$ cat src/rtl/ddr3_bist_pkg.sv
// Shared definitions for the DDR3 user-port BIST: state encoding, beat size and data pattern.
package ddr3_bist_pkg;

    localparam int BEAT_BYTES = 16;

    typedef enum logic [2:0] {
        S_IDLE,
        S_WR_CMD,
        S_WR_DATA,
        S_WR_WAIT,
        S_RD_CMD,
        S_RD_DATA,
        S_RD_WAIT,
        S_DONE
    } bist_state_t;

    function automatic logic [127:0] bist_pattern(input logic [31:0] seed, input logic [31:0] k);
        logic [31:0] w;
        w = seed ^ k;
        return {~w, w, ~w, w};
    endfunction

endpackage

$ cat src/rtl/ddr3_bist_pattern.sv
// Maps a global beat index to its 128-bit test pattern.
module ddr3_bist_pattern
    import ddr3_bist_pkg::*;
#(
    parameter logic [31:0] SEED = 32'hA5A5_0000
) (
    input  logic [31:0]  i_k,
    output logic [127:0] o_beat
);

    assign o_beat = bist_pattern(SEED, i_k);

endmodule

$ cat src/rtl/ddr3_bist_ctrl.sv
// DDR3 user-port BIST: writes NUM_BURSTS bursts of a seeded pattern, reads them back and compares.
//   state     | meaning
//   S_IDLE    | waiting for start with calibration complete
//   S_WR_CMD  | write command pulse for burst b
//   S_WR_DATA | streaming write beats
//   S_WR_WAIT | waiting for write burst completion
//   S_RD_CMD  | read command pulse for burst b
//   S_RD_DATA | popping and comparing read beats
//   S_RD_WAIT | waiting for read burst completion
//   S_DONE    | one-cycle result publication
module ddr3_bist_ctrl
    import ddr3_bist_pkg::*;
#(
    parameter int                DATA_W     = 128,
    parameter int                ADDR_W     = 30,
    parameter int                BURST_LEN  = 64,
    parameter int                NUM_BURSTS = 16,
    parameter logic [ADDR_W-1:0] BASE_ADDR  = '0,
    parameter logic [31:0]       SEED       = 32'hA5A5_0000,
    parameter int                TMO_W      = 20
) (
    input  logic              clk,
    input  logic              rst_n,
    input  logic              calib_ok,
    input  logic              start,
    output logic              busy,
    output logic              done,
    output logic              pass,
    output logic              timeout,
    output logic              abort,
    output logic [15:0]       err_cnt,
    output logic [ADDR_W-1:0] first_err_addr,
    output logic              u_wr_cmd_en,
    output logic              u_wr_en,
    output logic [DATA_W-1:0] u_wr_data,
    output logic [ADDR_W-1:0] u_wr_addr,
    output logic [6:0]        u_wr_len,
    input  logic              u_wr_rdy,
    input  logic              u_wr_cmd_done,
    output logic              u_rd_cmd_en,
    output logic              u_rd_en,
    output logic [ADDR_W-1:0] u_rd_addr,
    output logic [6:0]        u_rd_len,
    input  logic              u_rd_rdy,
    input  logic [DATA_W-1:0] u_rd_data,
    input  logic              u_rd_cmd_done
);

    localparam logic [6:0]        LEN_M1     = 7'(BURST_LEN - 1);
    localparam logic [31:0]       LAST_BURST = 32'(NUM_BURSTS - 1);
    localparam logic [ADDR_W-1:0] STRIDE     = ADDR_W'(BURST_LEN * BEAT_BYTES);
    localparam int                BEAT_SHIFT = $clog2(BEAT_BYTES);

    bist_state_t       r_state;
    logic              r_busy, r_done, r_pass, r_timeout, r_abort;
    logic [15:0]       r_err_cnt;
    logic [ADDR_W-1:0] r_first_err_addr;
    logic              r_wr_cmd_en, r_wr_en, r_rd_cmd_en, r_rd_en;
    logic [ADDR_W-1:0] r_wr_addr, r_rd_addr;
    logic [6:0]        r_wr_len, r_rd_len, r_beat;
    logic [31:0]       r_burst, r_k;
    logic              r_cmd_done_lat;
    logic [TMO_W-1:0]  r_tmo;

    logic [DATA_W-1:0] w_wr_beat, w_exp_beat;
    logic              w_wr_xfer, w_rd_xfer, w_progress, w_tmo_active, w_mismatch;
    logic [ADDR_W-1:0] w_k_addr;

    ddr3_bist_pattern #(.SEED(SEED)) u_wr_pat  (.i_k(r_k), .o_beat(w_wr_beat));
    ddr3_bist_pattern #(.SEED(SEED)) u_exp_pat (.i_k(r_k), .o_beat(w_exp_beat));

    assign w_wr_xfer    = r_wr_en & u_wr_rdy;
    assign w_rd_xfer    = r_rd_en & u_rd_rdy;
    assign w_progress   = w_wr_xfer | w_rd_xfer | r_wr_cmd_en | r_rd_cmd_en
                        | u_wr_cmd_done | u_rd_cmd_done;
    assign w_tmo_active = (r_state == S_WR_DATA) || (r_state == S_WR_WAIT)
                       || (r_state == S_RD_DATA) || (r_state == S_RD_WAIT);
    assign w_mismatch   = (u_rd_data != w_exp_beat);
    assign w_k_addr     = BASE_ADDR + (ADDR_W'(r_k) << BEAT_SHIFT);

    always_ff @(posedge clk or negedge rst_n) begin
        if (!rst_n) begin
            r_state          <= S_IDLE;
            r_busy           <= 1'b0;
            r_done           <= 1'b0;
            r_pass           <= 1'b0;
            r_timeout        <= 1'b0;
            r_abort          <= 1'b0;
            r_err_cnt        <= '0;
            r_first_err_addr <= '0;
            r_wr_cmd_en      <= 1'b0;
            r_wr_en          <= 1'b0;
            r_wr_addr        <= '0;
            r_wr_len         <= '0;
            r_rd_cmd_en      <= 1'b0;
            r_rd_en          <= 1'b0;
            r_rd_addr        <= '0;
            r_rd_len         <= '0;
            r_beat           <= '0;
            r_burst          <= '0;
            r_k              <= '0;
            r_cmd_done_lat   <= 1'b0;
            r_tmo            <= '0;
        end else begin
            r_wr_cmd_en <= 1'b0;
            r_rd_cmd_en <= 1'b0;

            // Stall watchdog: reload on any progress, count down only while waiting on the MCB.
            if (w_progress || !w_tmo_active)
                r_tmo <= '1;
            else if (r_tmo != '0)
                r_tmo <= r_tmo - 1'b1;

            if (r_busy && !calib_ok) begin
                r_state <= S_DONE;
                r_abort <= 1'b1;
                r_busy  <= 1'b0;
                r_done  <= 1'b1;
                r_pass  <= 1'b0;
                r_wr_en <= 1'b0;
                r_rd_en <= 1'b0;
            end else if (w_tmo_active && !w_progress && r_tmo == '0) begin
                r_state   <= S_DONE;
                r_timeout <= 1'b1;
                r_busy    <= 1'b0;
                r_done    <= 1'b1;
                r_pass    <= 1'b0;
                r_wr_en   <= 1'b0;
                r_rd_en   <= 1'b0;
            end else begin
                case (r_state)
                    S_IDLE: begin
                        if (start && calib_ok) begin
                            r_state          <= S_WR_CMD;
                            r_busy           <= 1'b1;
                            r_done           <= 1'b0;
                            r_pass           <= 1'b0;
                            r_timeout        <= 1'b0;
                            r_abort          <= 1'b0;
                            r_err_cnt        <= '0;
                            r_first_err_addr <= '0;
                            r_wr_cmd_en      <= 1'b1;
                            r_wr_addr        <= BASE_ADDR;
                            r_wr_len         <= LEN_M1;
                            r_beat           <= '0;
                            r_burst          <= '0;
                            r_k              <= '0;
                            r_cmd_done_lat   <= 1'b0;
                        end
                    end
                    S_WR_CMD: begin
                        r_state <= S_WR_DATA;
                        r_wr_en <= 1'b1;
                    end
                    S_WR_DATA: begin
                        if (u_wr_cmd_done)
                            r_cmd_done_lat <= 1'b1;
                        if (w_wr_xfer) begin
                            r_k <= r_k + 32'd1;
                            if (r_beat == LEN_M1) begin
                                r_beat  <= '0;
                                r_wr_en <= 1'b0;
                                r_state <= S_WR_WAIT;
                            end else begin
                                r_beat <= r_beat + 7'd1;
                            end
                        end
                    end
                    S_WR_WAIT: begin
                        if (u_wr_cmd_done || r_cmd_done_lat) begin
                            r_cmd_done_lat <= 1'b0;
                            if (r_burst == LAST_BURST) begin
                                r_burst     <= '0;
                                r_k         <= '0;
                                r_rd_cmd_en <= 1'b1;
                                r_rd_addr   <= BASE_ADDR;
                                r_rd_len    <= LEN_M1;
                                r_state     <= S_RD_CMD;
                            end else begin
                                r_burst     <= r_burst + 32'd1;
                                r_wr_addr   <= r_wr_addr + STRIDE;
                                r_wr_cmd_en <= 1'b1;
                                r_state     <= S_WR_CMD;
                            end
                        end
                    end
                    S_RD_CMD: begin
                        r_state <= S_RD_DATA;
                        r_rd_en <= 1'b1;
                    end
                    S_RD_DATA: begin
                        if (u_rd_cmd_done)
                            r_cmd_done_lat <= 1'b1;
                        if (w_rd_xfer) begin
                            if (w_mismatch) begin
                                if (r_err_cnt != 16'hFFFF)
                                    r_err_cnt <= r_err_cnt + 16'd1;
                                if (r_err_cnt == '0)
                                    r_first_err_addr <= w_k_addr;
                            end
                            r_k <= r_k + 32'd1;
                            if (r_beat == LEN_M1) begin
                                r_beat  <= '0;
                                r_rd_en <= 1'b0;
                                r_state <= S_RD_WAIT;
                            end else begin
                                r_beat <= r_beat + 7'd1;
                            end
                        end
                    end
                    S_RD_WAIT: begin
                        if (u_rd_cmd_done || r_cmd_done_lat) begin
                            r_cmd_done_lat <= 1'b0;
                            if (r_burst == LAST_BURST) begin
                                r_state <= S_DONE;
                                r_busy  <= 1'b0;
                                r_done  <= 1'b1;
                                r_pass  <= (r_err_cnt == '0);
                            end else begin
                                r_burst     <= r_burst + 32'd1;
                                r_rd_addr   <= r_rd_addr + STRIDE;
                                r_rd_cmd_en <= 1'b1;
                                r_state     <= S_RD_CMD;
                            end
                        end
                    end
                    S_DONE: begin
                        r_state <= S_IDLE;
                    end
                    default: begin
                        r_state <= S_IDLE;
                    end
                endcase
            end
        end
    end

    assign busy           = r_busy;
    assign done           = r_done;
    assign pass           = r_pass;
    assign timeout        = r_timeout;
    assign abort          = r_abort;
    assign err_cnt        = r_err_cnt;
    assign first_err_addr = r_first_err_addr;
    assign u_wr_cmd_en    = r_wr_cmd_en;
    assign u_wr_en        = r_wr_en;
    assign u_wr_data      = r_wr_en ? w_wr_beat : '0;
    assign u_wr_addr      = r_wr_addr;
    assign u_wr_len       = r_wr_len;
    assign u_rd_cmd_en    = r_rd_cmd_en;
    assign u_rd_en        = r_rd_en;
    assign u_rd_addr      = r_rd_addr;
    assign u_rd_len       = r_rd_len;

endmodule

$ cat config.mk
export PLATFORM = sky130hd
export DESIGN_NAME = ddr3_bist_ctrl
export DESIGN_NICKNAME = d
export VERILOG_FILES = /design/src/rtl/ddr3_bist_pkg.sv /design/src/rtl/ddr3_bist_pattern.sv /design/src/rtl/ddr3_bist_ctrl.sv
export SDC_FILE = /design/constraint.sdc
export NUM_CORES = 1
export LEC_CHECK = 0
export ABC_AREA = 1
export ABC_CLOCK_PERIOD_IN_PS = 3950
export BUFFER_PORTS_ARGS = -buffer_cell sky130_fd_sc_hd__buf_4
export CAP_MARGIN = 20
export CORE_MARGIN = 4
export CORE_UTILIZATION = 41
export DETAILED_ROUTE_END_ITERATION = 10
export PLACE_DENSITY_LB_ADDON = 0.2
export SYNTH_ARGS = -nofsm -noshare
export SYNTH_HDL_FRONTEND = slang
export SYNTH_SLANG_ARGS = --single-unit
$ cat constraint.sdc
create_clock -name clk -period 3.95 [get_ports clk]
set_clock_uncertainty 0.05 [all_clocks]
set_input_delay 1.185 -clock clk [delete_from_list [all_inputs] [get_ports clk]]
set_output_delay 1.185 -clock clk [all_outputs]
set_load 0.1 [all_outputs]
==> out/results.tsv, run 1 <==
stage	metric	value	unit
pwr	p_comb_share	62.3	%
clock_tree	cts_setup_buffers	0	
pwr	switchingPower	6.47	mW
clock_tree	htree_levels	4	
logic_synthesis	syn_avg_cell_area	6.26	µm²
timing	finalSetupTns	0	ns
final_layout	fillers	3664	
timing	min_period	3.31	ns
clock_tree	clock_sinks	188	
logic_synthesis	yosysTopAreaCellShare	31.3	%
clock_tree	clock_latency	0.44	ns
critical_path	worstSetupStartpointType	flop	
timing	slew_headroom	48.0	%
clock_tree	cts-hold-fix-buffers	0	
grt	antenna_found_initial	0	
logic_synthesis	synthXorXnorAreaFrac	8.22	%
critical_path	arrival	3.58	ns
pwr	swShare	60.4	%
clock_tree	cts-buffers-inserted	17	
logic_synthesis	synthFlopType	dfrtp_1	
clock_tree	cts_buffer_depth	2	
clock_tree	clkTransAtPathRegs	0.08	ns
drt	first_pass_iters	5	
clock_tree	cts_tree	yes	
drt	ant_nets	0	
logic_synthesis	synthAdderAreaFrac	0.666	%
drt	vias	15817	
critical_path	worstPathRequired	4.23	ns
final_layout	drive_above_1_share	18.3	%
logic_synthesis	synth_seq_cells	188	
floorplanning	fp.dieH	199	µm
logic_synthesis	synth_top_cell_by_area	dfrtp_1	
place	dpl.cell_count	3082	
clock_tree	clockRootBuffer	clkbuf_16	
logic_synthesis	yosysSeqAreaShare	31.3	%
timing	maxSlewViolCount	0	
floorplanning	start_util	41.9	%
logic_synthesis	synthCells	2401	
grt	grt_use_total	26.9	%
logic_synthesis	synth_area	0.0150	mm²
logic_synthesis	muxShareOfSynthArea	0	%
drt	drcViolationCount	0	
pwr	power_density	586	mW/mm²
grt	overflow	0	
logic_synthesis	synthTopCellsByCount	nand2_1 (798), nor2_1 (358), inv_1 (254), dfrtp_1 (188), nand3_1 (149)	
pwr	p_total	10.7	mW
grt	grt_pass1_vias	15206	
timing	hold_viol	0	
place	gp_congestion	0.951	
logic_synthesis	ys_types	44	
hold_path	hold_class	reg2reg	
final_layout	nNetsFinal	2785	
logic_synthesis	synth_compound_area_share	5.88	%
pwr	pwr-share-seq	20.3	%
grt	grt_max_degree	68	
floorplanning	io_pins	393	
pwr	p_leak	9.18	nW
floorplanning	core_area	0.0358	mm²
place	place.port_buffers	366	
drt	routed_wl	55500	µm
logic_synthesis	ys.warnings.count	0	
critical_path	crit_path_max_fanout	28	
logic_synthesis	synthTopCellsByArea	dfrtp_1 (31%), nand2_1 (20%), nor2_1 (8.9%)	
timing	max_freq	0.302	GHz
run	cap_violations	0	
place	post-dp-hpwl	43200	µm
timing	grt_setup_unrepaired	false	
timing	post-route-period-util	83.7	%
timing	setup_violations	0	
drt	avgViaCountPerCell	5.08	
outcome	status	finished, final reports clean	
logic_synthesis	synth-simple-area-share	39.5	%
grt	grt_pass1_wl	84200	µm
final_layout	instances_no_fill	3115	
logic_synthesis	synth-async-reset-ratio	100	%
logic_synthesis	synth_edf_count	0	
logic_synthesis	yosysMostFrequentCell	nand2_1	
critical_path	r2r_cells	11	
drt	drt-initial-drc-count	1030	
floorplanning	dieArea	0.0398	mm²
clock_tree	cts_resized	0	
timing	tightest_slew	0.780	ns
logic_synthesis	synth_top_family_by_area	simple AND/OR/NAND/NOR gates	
critical_path	criticalPathCategory	reg2reg	
floorplanning	die_width	199	µm
final_layout	antennaDiodeCount	0	
pwr	max-vdd-ir-drop	537	µV
final_layout	syn2layout_area_growth	21.5	%
drt	drt-wirelength-per-cell	17.8	µm
hold_path	min_path_cells	2	
pwr	internal_power	4.24	mW
pwr	clkPwrFrac	17.4	%
floorplanning	rows	69	
critical_path	end_kind	flop	
-- power groups by stage --
stage	sequential, mW	combinational, mW	clock (mW)
after floorplan	2.58	5.00	0
after global placement	2.21	6.66	0
after detailed placement	2.21	6.68	0
after CTS	2.17	6.69	1.91
after global routing	2.19	6.99	2.00
final	2.17	6.67	1.86
-- cells by family (layout without fill, tap and decap cells) --
| family | count (synthesis) | count (layout) |
|---|---|---|
| other cells | 1 | 26 |
| buf+inv | 458 | 686 |
| flops | 188 | 188 |
| fa+ha+maj | 8 | 8 |
| xor+xnor | 141 | 141 |
| compound gates | 160 | 160 |
| simple gates | 1445 | 1445 |
-- area by class of cell --
cell class	instances	area [µm²]	share of cell area, %
sequential	188	4710	25.8
clock buffer	17	425	2.33
clock inverter	15	203	1.11
tap	461	577	3.16
inverter	262	983	5.39
timing repair buffer	392	3000	16.4
multi-input combinational	1780	8360	45.8
-- cell usage in the layout (no fill, tap or decap), drive strengths merged --
cell type	Yosys	layout
a211o	1	1
o211ai	7	7
clkbuf	38	18
o22ai	1	1
o221ai	3	3
xnor2	54	54
nor3b	5	5
conb	1	26
nand4	41	41
and2	3	3
clkinvlp	0	1
clkinv	2	4
o31ai	2	2
xor2	87	87
or2	8	8
nor2	360	360
bufinv	0	3
inv	260	269
nand3b	3	3
o21ai	107	107
nand2	803	803
ha	8	8
buf	158	391
a21oi	34	34
nor4	7	7
o21bai	1	1
nor3	62	62
a31oi	2	2
dfrtp	188	188
nand3	151	151
o21a	1	1
and3	2	2
a22oi	1	1
-- metrics by stage --
step	setup WS, ns	utilization [%]	area (µm²)	hold WS [ns]
detailed placement	0.290	49.2	17600	0.414
global route	0.317	51.0	18300	0.450
finish	0.644	51.0	18300	0.430
CTS	0.616	50.9	18200	0.433
floorplan	-0.123	-	15200	0.417
global placement	0.344	49.2	17600	0.410
-- critical path, stage by stage (launching register included) --
cell and delay (ns):
dfrtp_1 0.45, ha_1 0.25, nand2_1 0.10, nor2_1 0.28, nand3_1 0.14, nor3_1 0.26
nand3_1 0.24, a21oi_2 0.54, nand2_2 0.44, buf_12 0.30, nand2_1 0.06, o21ai_1 0.08
-- path summary, 6_finish.rpt --
kind	start	to	slack, ns
setup / recovery	r_burst[0]	r_k[5]	0.64
min in group asynchronous	rst_n	u_rd_addr[20]	0.68
hold reg to reg	first_err_addr[15]	first_err_addr[15]	0.43
setup reg to reg	r_burst[0]	r_k[5]	0.64
hold / removal	first_err_addr[15]	first_err_addr[15]	0.43
max in group asynchronous	rst_n	first_err_addr[25]	2.43
-- routing by layer --
metal / wire length, µm / GRT usage, %
met5: 0 / 0
met4: 1930 / 9.38
met3: 3400 / 3.61
met2: 27900 / 48.3
met1: 22300 / 33.2
-- registers in the layout, summed over array words and instances, names as in the netlist, 3 cells and up --
signal / count
r_beat: 7
r_k: 32
first_err_addr: 26
r_state: 3
u_rd_addr: 20
err_cnt: 16
u_wr_addr: 20
r_burst: 32
r_tmo: 20
Note: power is estimated with default switching activity, not from simulation.
==> run 2: changes to the inputs <==
--- a/config.mk
+++ b/config.mk
@@ -5,8 +5,8 @@
 export SDC_FILE = /design/constraint.sdc
 export NUM_CORES = 1
 export LEC_CHECK = 0
-export ABC_AREA = 1
-export ABC_CLOCK_PERIOD_IN_PS = 3950
+export ABC_AREA = 0
+export ABC_CLOCK_PERIOD_IN_PS = 3050
 export BUFFER_PORTS_ARGS = -buffer_cell sky130_fd_sc_hd__buf_4
 export CAP_MARGIN = 20
 export CORE_MARGIN = 4
==> constraint.sdc (replaced) <==
create_clock -name clk -period 3.05 [get_ports clk]
set_clock_uncertainty 0.05 [all_clocks]
set_input_delay 0.915 -clock clk [delete_from_list [all_inputs] [get_ports clk]]
set_output_delay 0.915 -clock clk [all_outputs]
set_load 0.1 [all_outputs]
==> out/results.tsv, run 2 <==
stage	metric	value	unit	change
outcome	status	finished, final reports clean		
logic_synthesis	ys.warnings.count	0		unchanged
pwr	clkPwrFrac	15.1	%	-2.3 points
grt	antenna_found_initial	1		+1
grt	grt_max_degree	75		+10%
pwr	p_comb_share	64.8	%	+2.5 points
clock_tree	cts_tree	yes		
clock_tree	cts-buffers-inserted	17		unchanged
drt	drt-initial-drc-count	817		-21%
clock_tree	clkTransAtPathRegs	0.07	ns	about the same
floorplanning	io_pins	393		unchanged
final_layout	nNetsFinal	1948		-30%
logic_synthesis	synth-simple-area-share	27.0	%	-12 points
pwr	swShare	57.8	%	-2.6 points
drt	first_pass_iters	6		+1
hold_path	hold_class	in2async		
place	place.port_buffers	366		unchanged
pwr	switchingPower	8.55	mW	+32%
timing	max_freq	0.336	GHz	
final_layout	layout_common_cells	buf_4 (478), dfrtp_1 (184), nor2_1 (141)		
logic_synthesis	synth_top_family_by_area	simple AND/OR/NAND/NOR gates		
floorplanning	fp.dieH	182	µm	-8.6%
logic_synthesis	synthFlopType	dfrtp_1		
critical_path	criticalPathCategory	in2reg		
drt	ant_nets	0		unchanged
logic_synthesis	synthTopCellsByCount	dfrtp_1 (188), nor2_1 (141), nand2_1 (132), buf_4 (103), xor2_1 (103)		
place	post-dp-hpwl	34400	µm	-20%
timing	min_period	2.98	ns	
logic_synthesis	synth_compound_area_share	8.18	%	+2.3 points
clock_tree	clock_latency	0.43	ns	about the same
timing	timing.hold.ws	0.368	ns	-0.0622 ns
timing	setup_violations	0		unchanged
logic_synthesis	ys_types	73		+66%
logic_synthesis	synth-async-reset-ratio	100	%	unchanged
floorplanning	start_util	41.8	%	-0.11 points
critical_path	end_kind	flop		
clock_tree	clock_sinks	188		unchanged
logic_synthesis	syn_avg_cell_area	8.60	µm²	+38%
clock_tree	cts_buffer_depth	2		unchanged
logic_synthesis	muxShareOfSynthArea	2.63	%	+2.6 points
drt	drt-wirelength-per-cell	19.9	µm	+11%
timing	grt_setup_unrepaired	true		
drt	drcViolationCount	0		unchanged
clock_tree	clockRootBuffer	clkbuf_16		
logic_synthesis	yosysMostFrequentCell	dfrtp_1		
pwr	max-vdd-ir-drop	890	µV	+66%
pwr	power_density	887	mW/mm²	+51%
critical_path	worstPathRequired	3.32	ns	-0.91 ns
logic_synthesis	synthXorXnorAreaFrac	13.1	%	+4.8 points
timing	slew_headroom	42.8	%	-5.2 points
pwr	pwr-share-seq	20.2	%	about the same
logic_synthesis	synth_area	0.0125	mm²	-17%
logic_synthesis	synthAdderAreaFrac	0.804	%	+0.14 points
grt	grt_pass1_vias	11494		-24%
timing	post-route-period-util	97.7	%	
final_layout	drive_above_1_share	34.7	%	+16 points
grt	overflow	0		unchanged
final_layout	syn2layout_area_growth	33.8	%	
logic_synthesis	synth_top_cell_by_area	dfrtp_1		
grt	grt_use_total	25.2	%	-1.7 points
critical_path	arrival	3.25	ns	-0.33 ns
grt	grt_pass1_wl	66500	µm	-21%
logic_synthesis	synth_edf_count	0		unchanged
drt	routed_wl	43800	µm	-21%
floorplanning	rows	63		-8.7%
critical_path	crit_path_max_fanout	7		-75%
logic_synthesis	synthTopCellsByArea	dfrtp_1 (38%), xor2_1 (7.2%), buf_4 (6.2%)		
logic_synthesis	yosysTopAreaCellShare	37.8	%	+6.4 points
timing	tightest_slew	0.836	ns	+0.0559 ns
final_layout	final_common_cell	buf_4		
pwr	p_leak	7.82	nW	-15%
logic_synthesis	synthCells	1448		-40%
floorplanning	core_area	0.0298	mm²	-17%
clock_tree	cts-hold-fix-buffers	0		unchanged
run	cap_violations	0		unchanged
drt	avgViaCountPerCell	5.27		+3.8%
floorplanning	die_width	182	µm	-8.6%
timing	maxSlewViolCount	0		unchanged
timing	hold_viol	0		unchanged
logic_synthesis	yosysSeqAreaShare	37.8	%	+6.4 points
place	gp_congestion	0.922		-3.1%
floorplanning	dieArea	0.0332	mm²	-16%
timing	finalSetupTns	0	ns	unchanged
clock_tree	htree_levels	4		unchanged
logic_synthesis	synth_seq_cells	188		unchanged
critical_path	worstSetupStartpointType	input pin		
pwr	internal_power	6.24	mW	+47%
drt	vias	11642		-26%
[run 2: cell types whose count changed after synthesis, sizes merged, moves of 37 or more]
cell and delta:
inv -213, and2 +37, nand3 -95, nand2 -671, o21ai -41, nor2b +42, nor2 -219
[run 2: logic make-up after synthesis]
kind of cell / count (synthesis)
AND/OR/NAND/NOR: 643
buffers and inverters: 229
flip-flops: 188
XOR/XNOR: 185
AO/OA/AOI/OAI: 162
multiplexers: 32
adder cells (fa/ha/maj): 8
other: 1
[run 2: repair_timing]
item,in CTS,in global routing
endpoints found under the setup margin,2,69
pin swaps,0,1
gates resized for setup,1,18
cloned,0,1
buffers inserted,0,6
[run 2: through the flow]
stage,worst slack (ns),total power [mW],cells,instance area (µm²),util (%)
after floorplan,-0.0799,10.5,1473,12800,-
after global placement,-0.408,12.5,2168,15900,53.4
after detailed placement,-0.419,12.6,2168,15900,53.4
after CTS,0.0108,14.8,2200,16500,55.3
after global routing,-0.0487,15.4,2208,16700,55.9
final,0.0713,14.8,2208,16700,55.9
[run 2: worst max-delay path: stages]
cell and delay [ns]:
buf_4 0.12, o22ai_2 0.13, nand4_1 0.21, or4_4 0.47, or4_4 0.56, nor4_4 0.16, buf_6 0.17, buf_12 0.11
nor3_4 0.07, mux2_1 0.32
[run 2: path summary, 6_finish.rpt]
kind | from | to | slack [ns] | depth (start not counted)
setup / recovery | u_rd_data[66] | first_err_addr[26] | 0.07 | 10
hold / removal | rst_n | u_wr_addr[29] | 0.37 | 1
setup reg to reg | r_k[14] | first_err_addr[26] | 0.10 | 10
hold reg to reg | first_err_addr[26] | first_err_addr[26] | 0.45 | 1
max in group asynchronous | rst_n | u_wr_en | 1.81 | 2
min in group clk | first_err_addr[26] | first_err_addr[26] | 0.45 | 1
[run 2: area by class of cell]
class                   instances  area, µm²
clock inverters                12        125
diodes                          1       2.50
multi-input cells            1056       6820
fillers                      2743      13100
clock buffers                  20        457
well taps                     390        488
inverters                      47        176
repair buffers                494       3880
flip-flops and latches        188       4710
[run 2: power by group through the flow]
| stage | registers (mW) | logic, mW | clock network (mW) |
|---|---|---|---|
| after floorplan | 4.01 | 6.46 | 0 |
| after global placement | 3.01 | 9.49 | 0 |
| after detailed placement | 3.02 | 9.53 | 0 |
| after CTS | 2.97 | 9.55 | 2.27 |
| after global routing | 3.02 | 9.96 | 2.39 |
| final | 2.98 | 9.58 | 2.23 |
[run 2: metal layers]
metal  routed length (µm)  vias up  global-route usage (%)
met5                    0        -                       0
met1                17900     5656                    31.7
li1                     -     5544                       -
met4                  968        0                    6.99
met3                 2180       57                    3.37
met2                22800      385                    45.4
==> run 3: changes to the inputs <==
--- a/config.mk
+++ b/config.mk
@@ -9,10 +9,14 @@
 export ABC_CLOCK_PERIOD_IN_PS = 3050
 export BUFFER_PORTS_ARGS = -buffer_cell sky130_fd_sc_hd__buf_4
 export CAP_MARGIN = 20
+export CELL_PAD_IN_SITES_DETAIL_PLACEMENT = 0
+export CELL_PAD_IN_SITES_GLOBAL_PLACEMENT = 2
 export CORE_MARGIN = 4
-export CORE_UTILIZATION = 41
+export CORE_UTILIZATION = 31
 export DETAILED_ROUTE_END_ITERATION = 10
 export PLACE_DENSITY_LB_ADDON = 0.2
+export RECOVER_POWER = 25
 export SYNTH_ARGS = -nofsm -noshare
 export SYNTH_HDL_FRONTEND = slang
+export SYNTH_HIERARCHICAL = 1
 export SYNTH_SLANG_ARGS = --single-unit
==> out/results.tsv, run 3 <==
stage	metric	value	unit	change
timing	post-route-period-util	94.2	%	-3.4 points
grt	overflow	0		unchanged
critical_path	crit_path_max_fanout	21		+14
timing	setup_violations	0		unchanged
clock_tree	cts-buffers-inserted	17		unchanged
pwr	power_density	852	mW/mm²	-3.9%
drt	drt-wirelength-per-cell	20.3	µm	+2.4%
logic_synthesis	yosysTopAreaCellShare	33.5	%	-4.3 points
grt	grt_pass1_wl	77700	µm	+17%
run	cap_violations	0		unchanged
pwr	p_total	14.7	mW	-0.44%
floorplanning	rows	77		+22%
floorplanning	die_width	221	µm	+21%
critical_path	worstPathRequired	3.32	ns	about the same
hold_path	hold_class	reg2reg		
grt	antenna_found_initial	3		+2
final_layout	final_common_cell	buf_4		
logic_synthesis	synthTopCellsByArea	dfrtp_1 (34%), buf_4 (12%), xor2_1 (9.0%)		
outcome	status	finished, final reports clean		
grt	grt_max_degree	132		+76%
drt	first_pass_iters	5		-1
clock_tree	cts_buffer_depth	2		unchanged
logic_synthesis	synth_top_cell_by_area	dfrtp_1		
place	gp_congestion	0.902		-2.1%
logic_synthesis	synthCells	1704		+18%
logic_synthesis	syn_avg_cell_area	8.24	µm²	-4.2%
drt	drt-initial-drc-count	935		+14%
clock_tree	cts_tree	yes		
pwr	max-vdd-ir-drop	778	µV	-13%
logic_synthesis	synth-async-reset-ratio	100	%	unchanged
final_layout	nNetsFinal	2073		+6.4%
floorplanning	core_area	0.0445	mm²	+49%
logic_synthesis	synthFlopType	dfrtp_1		
critical_path	end_kind	flop		
drt	drcViolationCount	0		unchanged
final_layout	fillers	4629		+69%
logic_synthesis	synth_seq_cells	188		unchanged
clock_tree	clock_sinks	188		unchanged
critical_path	cpMaxStageDelayCell	or4_1		
timing	finalSetupTns	0	ns	unchanged
critical_path	crit_chain	or4_1 -> nor4_1 -> buf_4 -> a31o_2 -> buf_4 -> nor4_2 -> buf_4 -> and3_2 -> buf_12 -> mux2i_1		
timing	grt_setup_unrepaired	false		
pwr	p_leak	7.77	nW	-0.63%
logic_synthesis	yosysMostFrequentCell	buf_4		
floorplanning	start_util	31.5	%	-10 points
logic_synthesis	yosysSeqAreaShare	33.5	%	-4.3 points
timing	tightest_slew	1.23	ns	+0.396 ns
drt	vias	12175		+4.6%
critical_path	arrival	3.14	ns	-0.11 ns
clock_tree	htree_levels	4		unchanged
clock_tree	clkTransAtPathRegs	0.07	ns	about the same
logic_synthesis	synth_area	0.0140	mm²	+13%
final_layout	utilization	38.8	%	-17 points
place	place.port_buffers	366		unchanged
floorplanning	io_pins	393		unchanged
grt	grt_use_total	20.3	%	-4.9 points
floorplanning	dieArea	0.0488	mm²	+47%
timing	max_freq	0.348	GHz	+3.7%
final_layout	drive_above_1_share	27.2	%	-7.5 points
logic_synthesis	synthTopCellsByCount	buf_4 (228), dfrtp_1 (188), xor2_1 (145), and2_1 (138), nand2_1 (118)		
final_layout	syn2layout_area_growth	23.0	%	
logic_synthesis	synth_edf_count	0		unchanged
timing	maxSlewViolCount	0		unchanged
critical_path	max_stage_delay	0.61	ns	+0.05 ns
timing	min_period	2.87	ns	-0.105 ns
clock_tree	clock_latency	0.45	ns	+0.02 ns
final_layout	layout_common_cells	buf_4 (463), dfrtp_1 (182), xor2_1 (145)		
drt	routed_wl	51500	µm	+18%
place	post-dp-hpwl	40300	µm	+17%
clock_tree	clockRootBuffer	clkbuf_16		
timing	slew_headroom	17.9	%	-25 points
floorplanning	fp.dieH	221	µm	+21%
grt	grt_pass1_vias	11918		+3.7%
critical_path	criticalPathCategory	reg2reg		
timing	hold_viol	0		unchanged
logic_synthesis	ys_types	57		-22%
logic_synthesis	ys.warnings.count	6		+6
critical_path	crit_top_cell	buf_4		
drt	avgViaCountPerCell	4.80		-8.9%
critical_path	worstSetupStartpointType	flop		
drt	ant_nets	0		unchanged
run 3: cell types whose count changed after synthesis, moves of 16 or more:
| cell | before | now |
|---|---|---|
| and2_1 | 40 | 138 |
| nor4_1 | 37 | 54 |
| o31ai_1 | 9 | 29 |
| buf_2 | 24 | 8 |
| nand4_1 | 52 | 30 |
| buf_4 | 103 | 228 |
| nand3_1 | 56 | 77 |
| inv_1 | 47 | 109 |
| xor2_1 | 103 | 145 |
| nor2_1 | 141 | 115 |
| nor2b_1 | 42 | 6 |
| xnor2_1 | 81 | 48 |
run 3: cell families (layout without fill, tap and decap cells):
family | Yosys count | after routing | share of synthesized area [%]
AND/OR/NAND/NOR | 685 | 685 | 26.0
buffers and inverters | 402 | 615 | 16.9
flip-flops | 188 | 188 | 33.5
multiplexers | 29 | 29 | 2.08
AO/OA/AOI/OAI | 198 | 198 | 8.76
adder cells (fa/ha/maj) | 8 | 8 | 0.713
other | 1 | 28 | 0.0267
XOR/XNOR | 193 | 193 | 12.0
run 3: stage by stage:
step           hold slack [ns]  worst slack, ns  cells  instance area (µm²)
4_1_cts                  0.364           0.0752   2534                17300
2_1_floorplan            0.408          -0.0287   1729                14100
3_5_place_dp             0.427           -0.169   2502                16600
5_1_grt                  0.466         0.000294   2535                17300
3_3_place_gp             0.422           -0.193   2502                16600
6_report                 0.434            0.176   2536                17300
run 3: power breakdown:
part / leakage [nW] / switching, mW / internal [mW]
combinational: 4.96 / 7.11 / 2.04
sequential: 2.48 / 0.237 / 2.68
clock: 0.332 / 1.05 / 1.60
run 3: worst paths after layout:
path | from | endpoint | slack (ns) | cells past startpoint
min in group asynchronous | rst_n | r_beat[0] | 0.68 | 1
hold reg to reg | u_rd_addr[29] | u_rd_addr[29] | 0.43 | 1
setup / recovery | r_tmo[11] | first_err_addr[21] | 0.18 | 10
max in group asynchronous | rst_n | r_k[14] | 0.59 | 2
hold / removal | u_rd_addr[29] | u_rd_addr[29] | 0.43 | 1
setup reg to reg | r_tmo[11] | first_err_addr[21] | 0.18 | 10
run 3: routing by layer:
metal / GRT usage [%] / wire, µm
met1: 26.6 / 22700
met2: 35.1 / 25400
met3: 3.86 / 2630
met4: 4.27 / 779
met5: 0 / 0
run 3: final cells by class:
class | instances | area (µm²) | area share (%)
Multi-Input combinational cell | 1139 | 7080 | 41.0
Sequential cell | 188 | 4710 | 27.3
Timing Repair Buffer | 473 | 3630 | 21.0
Tap cell | 592 | 741 | 4.29
Clock buffer | 20 | 457 | 2.64
Inverter | 110 | 413 | 2.39
Clock inverter | 12 | 231 | 1.34
Antenna cell | 2 | 5.00 | 0.0290
run 3: critical path, delay by kind of cell, from the launching register on:
family / cells / cell delay, ns
AND/OR/NAND/NOR: 4 / 1.12
buffers and inverters: 4 / 0.76
flip-flops: 1 / 0.43
AO/OA/AOI/OAI: 1 / 0.21
multiplexers: 1 / 0.14
run 3: repair_timing:
item,4_1_cts,5_1_grt
hold buffers,0,0
gates resized for setup,0,4
endpoints found under the setup margin,0,6
setup buffers,0,0
